==> config.mk <==
export PLATFORM = sky130hd
export DESIGN_NAME = input_event_queue
export DESIGN_NICKNAME = d
export VERILOG_FILES = /design/src/rtl/input_event_queue.sv
export SDC_FILE = /design/constraint.sdc
export NUM_CORES = 2
export LEC_CHECK = 0
export CORE_MARGIN = 1.5
export CORE_UTILIZATION = 34
export DETAILED_ROUTE_END_ITERATION = 12
export PLACE_DENSITY = 0.46
export SYNTH_ARGS = -nofsm -noshare
export SYNTH_HDL_FRONTEND = slang
export SYNTH_SLANG_ARGS = --single-unit
==> constraint.sdc <==
create_clock -name clk_sys -period 11.18 [get_ports clk_sys]
set_input_delay 2.236 -clock clk_sys [delete_from_list [all_inputs] [get_ports clk_sys]]
set_output_delay 2.236 -clock clk_sys [all_outputs]
set_load 0.05 [all_outputs]
==> src/rtl/input_event_queue.sv <==
// input_event_queue: snapshots the joystick channels and timestamp on a sample
// strobe, scans one channel per cycle, and queues a timestamped record for
// every channel whose value moved since it was last reported. Records are
// held in a first-word-fall-through FIFO drained through valid/ready.
module input_event_queue #(
  parameter  int CHANNELS = 6,
  parameter  int WIDTH    = 32,
  parameter  int DEPTH    = 16,
  parameter  int TS_WIDTH = 33,
  localparam int CW       = (CHANNELS > 1) ? $clog2(CHANNELS) : 1,
  localparam int AW       = $clog2(DEPTH)
) (
  input  logic                      clk_sys,
  input  logic                      reset,
  input  logic [CHANNELS*WIDTH-1:0] joystick,
  input  logic [TS_WIDTH-1:0]       timestamp,
  input  logic                      sample_en,
  input  logic                      clear,
  output logic                      evt_valid,
  input  logic                      evt_ready,
  output logic [CW-1:0]             evt_channel,
  output logic [WIDTH-1:0]          evt_data,
  output logic [TS_WIDTH-1:0]       evt_ts,
  output logic [AW:0]               count,
  output logic                      busy,
  output logic                      overflow,
  output logic [15:0]               drop_count
);

  localparam int EW = CW + WIDTH + TS_WIDTH;

  typedef enum logic {S_IDLE, S_SCAN} state_t;

  state_t              r_state;
  logic [CW-1:0]       r_idx;
  logic [WIDTH-1:0]    r_snap [CHANNELS];
  logic [WIDTH-1:0]    r_last [CHANNELS];
  logic [TS_WIDTH-1:0] r_snap_ts;

  logic [EW-1:0]       r_mem [DEPTH];
  logic [AW-1:0]       r_wptr;
  logic [AW-1:0]       r_rptr;
  logic [AW:0]         r_count;
  logic                r_overflow;
  logic [15:0]         r_drop;

  logic                w_scan;
  logic                w_full;
  logic                w_diff;
  logic                w_push;
  logic                w_refuse;
  logic                w_pop;

  assign w_scan   = (r_state == S_SCAN);
  assign w_full   = (r_count == (AW+1)'(DEPTH));
  assign w_diff   = (r_snap[r_idx] != r_last[r_idx]);
  // Fullness uses the registered count, so a same-cycle pop never frees room
  // for the push being evaluated.
  assign w_push   = !clear && w_scan && w_diff && !w_full;
  assign w_refuse = !clear && w_scan && w_diff && w_full;
  assign w_pop    = !clear && (r_count != '0) && evt_ready;

  // Scanner: capture snapshot in IDLE, walk the channels in SCAN.
  always_ff @(posedge clk_sys) begin
    if (reset) begin
      r_state   <= S_IDLE;
      r_idx     <= '0;
      r_snap_ts <= '0;
      for (int unsigned i = 0; i < CHANNELS; i++) begin
        r_snap[i] <= '0;
        r_last[i] <= '0;
      end
    end else if (clear) begin
      r_state <= S_IDLE;
      r_idx   <= '0;
      for (int unsigned i = 0; i < CHANNELS; i++) r_last[i] <= '0;
    end else begin
      case (r_state)
        S_IDLE: begin
          if (sample_en) begin
            for (int unsigned i = 0; i < CHANNELS; i++)
              r_snap[i] <= joystick[i*WIDTH +: WIDTH];
            r_snap_ts <= timestamp;
            r_idx     <= '0;
            r_state   <= S_SCAN;
          end
        end
        S_SCAN: begin
          // A refused change leaves last[] stale so it is re-reported later.
          if (w_push) r_last[r_idx] <= r_snap[r_idx];
          if (r_idx == CW'(CHANNELS - 1)) begin
            r_state <= S_IDLE;
          end else begin
            r_idx <= r_idx + CW'(1);
          end
        end
        default: r_state <= S_IDLE;
      endcase
    end
  end

  // FIFO storage; zeroed on reset so the head reads 0 before any push.
  always_ff @(posedge clk_sys) begin
    if (reset) begin
      for (int unsigned i = 0; i < DEPTH; i++) r_mem[i] <= '0;
    end else if (w_push) begin
      r_mem[r_wptr] <= {r_idx, r_snap[r_idx], r_snap_ts};
    end
  end

  // FIFO pointers, occupancy, and drop accounting.
  always_ff @(posedge clk_sys) begin
    if (reset || clear) begin
      r_wptr     <= '0;
      r_rptr     <= '0;
      r_count    <= '0;
      r_overflow <= 1'b0;
      r_drop     <= '0;
    end else begin
      if (w_push) r_wptr <= r_wptr + AW'(1);
      if (w_pop)  r_rptr <= r_rptr + AW'(1);
      case ({w_push, w_pop})
        2'b10:   r_count <= r_count + (AW+1)'(1);
        2'b01:   r_count <= r_count - (AW+1)'(1);
        default: r_count <= r_count;
      endcase
      if (w_refuse) begin
        r_overflow <= 1'b1;
        if (r_drop != '1) r_drop <= r_drop + 16'd1;
      end
    end
  end

  assign evt_valid = (r_count != '0);
  assign {evt_channel, evt_data, evt_ts} = r_mem[r_rptr];
  assign count      = r_count;
  assign busy       = w_scan;
  assign overflow   = r_overflow;
  assign drop_count = r_drop;

endmodule

==> qor.txt <==
DRT iter0 DRCs: 3,677
Initial Util: 34.15%
initial antenna violation count: 9
worst-path maximum fanout: 57
RSZ-0062 raised after global routing: no
Worst-path clk slew: 0.06 ns
Die H: 456.1 um
fmax: 0.1339 GHz
Via density: 5.216
area leader, netlist: edfxtp_1
Tot Pwr: 13.14 mW
Vias: 40,690
htree depth: 4
Hold Violations, Final: 0
clk_skew: 0.03238 ns
synthesized flop and latch total: 1,610
Area after DPL: 75,880 sq um
Seq/Total Area, Yosys: 68.20%
Crit path largest cell delay: 1.23 ns
Worst Path Required: 11.71 ns
largest net degree at the start of global routing: 128
number of global-route vias before repair: 43,170
Critical Path AT: 8.00 ns
design area: 81,250 sq um
Yosys warning count: 0
fill count: 19,080
Finished Core Util: 39.76%
Core Footprint: 204,400 sq um
startpoint types: flip-flop
largest cells by area after synthesis: edfxtp_1 66%, mux4_2 13%, nor2_1 7.1%
Final period util: 66.78%
Placer Congestion: 0.7344
die width: 456.1 um
worst skew pair latency: 0.82 ns
post-route ant nets: 0
Overflow after GRT: 0
Worst path slowest cell: nor4_2
crit path cell chain: inv_2 > buf_4 > mux2i_1 > o22a_1 > inv_1 > xnor2_1 > nor4_1 > nand4_1 > nor4_2 > a21boi_1 > buf_4 > nand4_1 > buf_4 > buf_4 > nor2_1
Critical Path End Type: flip-flop
post-synth top area share: 66.08%
CTS Buf Count: 178
DP HPWL: 116.8 mm
# setup viols final: 0
ys async rst share: 0%
final wirelength: 213.9 mm
outcome: finished, final reports clean
die area: 208,000 sq um
setup TNS: 0 ns
cts hold-fix bufs: 0
WL/cell: 27.41 um
CTS tree: built
CTS max path bufs: 3
Synth Area per Inst: 14.83 sq um
Slew @ Worst Pin: 1.390 ns
NumNets Final: 5,211
EDFF count, synth: 1,536
Critical Path Most Common Cell: buf_4
main flop type after synthesis: edfxtp_1
clk sinks: 1,610
Core Rows: 166
maxcap violations: 0
PortBufs: 321
drc violations: 0
post-cts sizing count: 0
type of the worst setup path: flip-flop to flip-flop
VDD IR-drop max: 0.1850 mV
most common cell in the netlist: edfxtp_1
largest delay contributor family on the critical path: simple AND/OR/NAND/NOR gates
minimum clock period after layout: 7.466 ns
clock root cell: clkbuf_16
first-pass GRT wire length: 306.8 mm
post-synth design cell area: 69,800 sq um
setup bufs post-CTS: 0
post-synth cell types: 58
share of cells above drive strength 1: 15.74%
P&R area growth vs syn: 16.41%
DR pass1 iterations: 5
leakage: 26.25 nW
Hold Crit Class: flip-flop to flip-flop
Mapped Nets: 4,950
top cells by count, synth: 1,536 x edfxtp_1, 1,329 x nor2_1, 402 x mux4_2
# IOs: 322
Syn Inst Count: 4,707
Slew Limit Headroom: 6.567%
Power per Cell Area: 161.7 nW/um^2
Total GRT Usage: 20.41%
WP buf/inv: 6
fin. max-slew vios: 0
registers in the layout, summed over array words and instances, names as in the netlist, named ones only:
signal,cells
r_wptr,4
r_mem,1088
r_last,256
r_snap_ts,33
busy,1
drop_count,16
r_idx,3
count,5
r_rptr,4
overflow,1
r_snap,192
cell type report:
cell class	instances	area [sq um]	area share (%)
Multi-Input combinational cell	2719	20630	25.40
Timing Repair Buffer	416	4076	5.017
Clock buffer	236	4797	5.904
Tap cell	2688	3363	4.139
Antenna cell	5	12.51	0.01540
Sequential cell	1610	47630	58.62
Clock inverter	84	565.5	0.6960
Inverter	43	168.9	0.2079
cell families after synthesis:
family	Yosys count	synth area share, %
compound gates	140	1.448
xor+xnor	91	1.142
fa+ha+maj	13	0.2438
buf+inv	378	2.572
flops	1610	68.20
mux	529	14.86
simple gates	1946	11.53
where the power goes:
part           switching, mW  internal [mW]  total [mW]
clock network           2.41           3.12        5.52
logic                  0.450          0.254       0.704
registers             0.0797           6.83        6.91
placed cells by master, fill, tap and decap left out, types with 9 or more instances in the layout:
cell type and count:
a21o_1 14, a21oi_1 24, a22o_1 33, and2_1 199
buf_12 12, buf_4 83, clkbuf_1 50, clkbuf_16 182
clkdlybuf4s50_1 321, clkinv_1 48, clkinv_2 19, dfxtp_1 67
edfxtp_1 1536, ha_1 12, inv_1 41, mux2_2 40
mux2i_1 87, mux4_2 402, nand2_1 314, nand3_1 19
nand4_1 9, nor2_1 1325, nor3_1 16, o211ai_1 9
o21ai_4 12, or3_1 14, xnor2_1 57, xor2_1 34
per-layer routing:
| metal | wire length [um] | vias up | track usage (%) |
|---|---|---|---|
| met1 | 91630 | 21450 | 27.41 |
| met5 | 27 | - | 0 |
| met3 | 12040 | 262 | 3.412 |
| met2 | 104000 | 1183 | 33.81 |
| met4 | 6129 | 4 | 6.421 |
| li1 | - | 17790 | - |
worst register-to-register path, stage by stage (launching register included):
cell and delay (ns):
dfxtp_4 0.43, inv_2 0.26, buf_4 0.62, mux2i_1 0.27, o22a_1 0.35, inv_1 0.24
xnor2_1 0.21, nor4_1 0.93, nand4_1 0.28, nor4_2 1.23, a21boi_1 0.18, buf_4 0.26
nand4_1 0.36, buf_4 0.53, buf_4 0.79, nor2_1 0.24
path summary, 6_finish.rpt:
| check | startpoint | end | slack (ns) | cells after the start |
|---|---|---|---|---|
| worst max-delay path | flip-flop | r_mem[13][21]$_SDFFCE_PN0P_ | 3.71 | 15 |
| worst min-delay path | drop_count[4]$_SDFFE_PP0P_ | drop_count[4]$_SDFFE_PP0P_ | 0.51 | 2 |
| worst max register to register | flip-flop | r_mem[13][21]$_SDFFCE_PN0P_ | 3.71 | 15 |
| worst min register to register | drop_count[4]$_SDFFE_PP0P_ | drop_count[4]$_SDFFE_PP0P_ | 0.51 | 2 |
metrics by stage:
stage	hold WS, ns	std cells	setup slack, ns
2_1_floorplan	0.4678	4707	0.7163
3_3_place_gp	0.4854	7475	3.817
6_report	0.5074	7801	3.714
3_5_place_dp	0.4976	7476	3.891
5_1_grt	0.5385	7800	3.569
4_1_cts	0.5078	7796	3.853
Note: power is estimated with default switching activity, not from simulation.
